File: src/rtl/fp_align_shift_pipe.sv
// Pipelined logical right-shift alignment unit for the FP add/sub mantissa path.
// Optional sticky generation is enabled by defining FPALIGN_STICKY_EN.
module fp_align_shift_pipe #(
    parameter int unsigned W       = 32,
    parameter int unsigned SHIFT_W = 5,
    parameter int unsigned TAG_W   = 8
) (
    input  logic               clk,
    input  logic               rst,
    input  logic               in_valid,
    output logic               in_ready,
    input  logic [W-1:0]       in_mant,
    input  logic [SHIFT_W-1:0] in_shift,
    input  logic [TAG_W-1:0]   in_tag,
    output logic               out_valid,
    input  logic               out_ready,
    output logic [W-1:0]       out_mant,
    output logic               out_sticky,
    output logic [TAG_W-1:0]   out_tag
);

    logic w_adv;
    logic w_out_valid;

    // Single advance enable: the whole pipe moves or the whole pipe holds.
    assign w_adv    = !w_out_valid || out_ready;
    assign in_ready = w_adv;

    for (genvar gi = 0; gi < SHIFT_W; gi++) begin : g_stage
        localparam int unsigned K   = SHIFT_W - 1 - gi;
        localparam bit          Sat = (K >= 31) || ((32'd1 << K) >= W);
        localparam int unsigned Amt = Sat ? 0 : (32'd1 << K);

        logic             w_src_valid;
        logic [W-1:0]     w_src_mant;
        logic [K:0]       w_src_shift;
        logic [TAG_W-1:0] w_src_tag;
        logic [W-1:0]     w_shifted;

        logic             r_valid;
        logic [W-1:0]     r_mant;
        logic [TAG_W-1:0] r_tag;

        if (gi == 0) begin : g_src_in
            // Bubbles load zeros so idle stages stay deterministic.
            assign w_src_valid = in_valid;
            assign w_src_mant  = in_valid ? in_mant : '0;
            assign w_src_shift = in_valid ? in_shift : '0;
            assign w_src_tag   = in_valid ? in_tag : '0;
        end else begin : g_src_prev
            assign w_src_valid = g_stage[gi-1].r_valid;
            assign w_src_mant  = g_stage[gi-1].r_mant;
            assign w_src_shift = g_stage[gi-1].g_rem.r_rem;
            assign w_src_tag   = g_stage[gi-1].r_tag;
        end

        assign w_shifted = Sat ? '0 : (w_src_mant >> Amt);

        always_ff @(posedge clk) begin
            if (rst) begin
                r_valid <= 1'b0;
                r_mant  <= '0;
                r_tag   <= '0;
            end else if (w_adv) begin
                r_valid <= w_src_valid;
                r_mant  <= w_src_shift[K] ? w_shifted : w_src_mant;
                r_tag   <= w_src_tag;
            end
        end

        // Only the shift bits below this level are still needed downstream.
        if (K > 0) begin : g_rem
            logic [K-1:0] r_rem;

            always_ff @(posedge clk) begin
                if (rst) begin
                    r_rem <= '0;
                end else if (w_adv) begin
                    r_rem <= w_src_shift[K-1:0];
                end
            end
        end

`ifdef FPALIGN_STICKY_EN
        localparam logic [W-1:0] LostMask = ~({W{1'b1}} << Amt);

        logic w_src_sticky;
        logic w_lost;
        logic r_sticky;

        if (gi == 0) begin : g_stk_in
            assign w_src_sticky = 1'b0;
        end else begin : g_stk_prev
            assign w_src_sticky = g_stage[gi-1].r_sticky;
        end

        assign w_lost = Sat ? (|w_src_mant) : (|(w_src_mant & LostMask));

        always_ff @(posedge clk) begin
            if (rst) begin
                r_sticky <= 1'b0;
            end else if (w_adv) begin
                r_sticky <= w_src_sticky | (w_src_shift[K] & w_lost);
            end
        end
`endif
    end

    assign w_out_valid = g_stage[SHIFT_W-1].r_valid;
    assign out_valid   = w_out_valid;
    assign out_mant    = g_stage[SHIFT_W-1].r_mant;
    assign out_tag     = g_stage[SHIFT_W-1].r_tag;

`ifdef FPALIGN_STICKY_EN
    assign out_sticky = g_stage[SHIFT_W-1].r_sticky;
`else
    assign out_sticky = 1'b0;
`endif

endmodule
File: config.mk
export PLATFORM = sky130hd
export DESIGN_NAME = fp_align_shift_pipe
export DESIGN_NICKNAME = d
export VERILOG_FILES = /design/src/rtl/fp_align_shift_pipe.sv
export SDC_FILE = /design/constraint.sdc
export NUM_CORES = 1
export LEC_CHECK = 0
export BUFFER_PORTS_ARGS = -buffer_cell sky130_fd_sc_hd__buf_2
export CAP_MARGIN = 20
export CORE_UTILIZATION = 50
export DETAILED_ROUTE_END_ITERATION = 6
export PLACE_DENSITY = 0.69
export REMOVE_ABC_BUFFERS = 1
export SKIP_CTS_REPAIR_TIMING = 1
export SLEW_MARGIN = 20
export SYNTH_ARGS = -nofsm -noshare
export SYNTH_HDL_FRONTEND = slang
export SYNTH_SLANG_ARGS = --single-unit
File: constraint.sdc
create_clock -name clk -period 1.8 [get_ports clk]
set_clock_uncertainty 0.2 [all_clocks]
set_input_delay 0.09 -clock clk [delete_from_list [all_inputs] [get_ports clk]]
set_output_delay 0.09 -clock clk [all_outputs]
set_load 0.005 [all_outputs]
==> impl_metrics.env <==
export IMPL_grt_pass1_wl_um=30600
export IMPL_ys_ff_latch=215
export IMPL_syn_area_mm2=0.00934
export IMPL_grt_max_degree=125
export IMPL_final_area_mm2=0.0111
export IMPL_cp_required_ps=1510
export IMPL_grt_usage_pct=19.0
export IMPL_rows=49
export IMPL_cts_root_buf="clkbuf_16"
export IMPL_diodes=0
export IMPL_drc_errors=5
export IMPL_max_cap_viol_count=0
export IMPL_coreArea_mm2=0.0181
export IMPL_viasPerCell=5.37
export IMPL_initial_core_util_pct=51.5
export IMPL_fp_dieH_um=139
export IMPL_place_gp_congestion=0.720
export IMPL_worstPathArrival_ps=1460
export IMPL_final_util_pct=61.4
export IMPL_outcome="finished with violations"
export IMPL_slew_headroom_pct=32.0
export IMPL_synth_warnings=0
export IMPL_max_freq_ghz=0.570
export IMPL_place_area_mm2=0.00981
export IMPL_post_route_period_util_pct=97.5
export IMPL_cts_tree="built"
export IMPL_cts_buffers_inserted=23
export IMPL_p_per_area_mw_per_mm2=913
export IMPL_cp_end_kind="primary output"
export IMPL_clockBufferDepth=3
export IMPL_die_area_mm2=0.0192
export IMPL_worst_setup_path_start_kind="flop"
export IMPL_hold_path_class="input pin to flop"
export IMPL_p_leak_nw=4.13
export IMPL_drt_pre_antenna_iters=7
export IMPL_grt_pass1_vias=6069
export IMPL_synthCells=958
export IMPL_final_cells=1296
export IMPL_hold_violations=0
export IMPL_drive_gt1_share_pct=24.8
export IMPL_peakVddDrop_v=0.000634
export IMPL_io_buffers=90
export IMPL_synth_async_reset_ratio_pct=0
export IMPL_yosysSeqAreaShare_pct=46.1
export IMPL_antenna_left=0
export IMPL_overflow=0
export IMPL_whs_ps=44.4
export IMPL_pin_count=92
export IMPL_placed_cells=1201
export IMPL_post_dp_hpwl_um=11200
export IMPL_finalNetCount=1101
export IMPL_path_max_fanout=16
export IMPL_yosysUniqueCellTypes=24
export IMPL_slew_violations=0
export IMPL_clock_latency_ps=510
export IMPL_clk_pin_slew_ps=60
export IMPL_syn_avg_cell_area_um2=9.75
export IMPL_synthFlopType="dfxtp_1"
export IMPL_violations="DRC"
export IMPL_antenna_found_initial=0
export IMPL_period_needed_ps=1750
export IMPL_htreeDepth=1
export IMPL_drt_wl_total_um=20000
export IMPL_die_w_um=139
export IMPL_crit_type="flop to primary output"
export IMPL_synth_edf_count=0
export IMPL_synthToLayoutAreaGrowth_pct=19.3
export IMPL_route_vias_total=6957
export IMPL_drt_iter0_drc=421
export IMPL_tightest_slew_ps=1020
export IMPL_wl_per_cell_um=15.4
export IMPL_setup_viol=0
export IMPL_cts_sinks=215
export IMPL_fillCellCount=1563
[synthesized netlist by cell type (4+ instances only)]
library cell / number / area (µm²)
buf_2: 52 / 260
clkbuf_1: 9 / 33.8
nor3_2: 4 / 40.0
dfxtp_1: 215 / 4300
a21oi_1: 85 / 425
nor2_1: 131 / 492
nor3_1: 12 / 60.1
a211oi_1: 15 / 113
a211oi_2: 98 / 1230
a221oi_2: 10 / 150
buf_4: 21 / 158
buf_6: 7 / 78.8
nand3b_1: 15 / 113
clkbuf_4: 4 / 30.0
nand3_1: 28 / 140
a221oi_1: 6 / 52.6
mux2i_1: 113 / 1130
nand2_1: 127 / 477
[power breakdown]
group | internal [W] | total (W) | switching, W | leakage, nW
Combinational | 0.000307 | 0.000643 | 0.000336 | 2.03
Clock | 0.00275 | 0.00457 | 0.00182 | 0.356
Sequential | 0.00488 | 0.00495 | 0.0000770 | 1.75
Total | 0.00793 | 0.0102 | 0.00223 | 4.13
[cells by family after synthesis]
| logic type | synth area share, % |
|---|---|
| other cells | 0.0402 |
| simple gates | 14.5 |
| mux | 12.1 |
| buf+inv | 6.23 |
| compound gates | 21.1 |
| flops | 46.1 |
[metal layers]
layer | share of wire [%] | GRT usage (%) | wire (µm)
met1 | 49 | 27.4 | 9730
met2 | 46 | 29.8 | 9230
met3 | 3.8 | 2.76 | 758
met4 | 1.4 | 4.80 | 274
met5 | 0 | 0 | 0
[critical path, cell delays in order (launching register included)]
cell	delay, ps
dfxtp_2	330
nor2b_4	230
clkinv_8	100
buf_16	160
buf_2	130
[placed cells by master (no fill, tap or decap)]
master / n
a211oi_1: 15
a211oi_2: 98
a21oi_1: 85
a221oi_1: 6
a221oi_2: 10
and2_1: 1
and2b_4: 1
buf_12: 10
buf_16: 2
buf_2: 89
buf_4: 11
bufinv_16: 1
clkbuf_1: 9
clkbuf_16: 26
clkbuf_8: 7
clkinv_8: 1
conb_1: 1
dfxtp_1: 212
dfxtp_2: 3
dlygate4sd3_1: 47
inv_6: 1
mux2i_1: 113
nand2_1: 127
nand3_1: 28
nand3b_1: 15
nor2_1: 131
nor2b_4: 1
nor3_1: 12
nor3_2: 4
[sequential cells by signal, summed over array words and instances (netlist names)]
register and cells:
out_valid 1, g_stage.g_rem.r_rem 10, g_stage.r_mant 128, out_mant 32
g_stage.r_valid 4, g_stage.r_tag 32, out_tag 8
[final cells by class]
| type | count | area, µm² | area share, % |
|---|---|---|---|
| Clock buffer | 38 | 692 | 6.21 |
| Clock inverter | 2 | 38.8 | 0.348 |
| Inverter | 1 | 16.3 | 0.146 |
| Multi-Input combinational cell | 648 | 4450 | 40.0 |
| Sequential cell | 215 | 4310 | 38.7 |
| Tap cell | 229 | 287 | 2.57 |
| Timing Repair Buffer | 163 | 1340 | 12.1 |
[path summary, 6_finish.rpt]
check / from / end / slack (ps) / cells past startpoint
max: out_valid / in_ready / 50 / 4
min: in_shift[4] / g_stage[0].r_mant[21] / 40 / 4
max reg2reg: out_valid / g_stage[0].r_mant[5] / 150 / 5
min reg2reg: g_stage[2].r_valid / g_stage[3].r_valid / 250 / 2
[metrics by stage]
| step | power (W) | setup TNS, ps | setup WS, ps |
|---|---|---|---|
| floorplan | 0.00533 | -473750 | -2280 |
| global placement | 0.00561 | 0 | 168 |
| detailed placement | 0.00561 | 0 | 99.1 |
| CTS | 0.0102 | -229 | -229 |
| global route | 0.0105 | -8.72 | -8.72 |
| finish | 0.0102 | 0 | 45.2 |
Power figures use the tool's default switching activity.
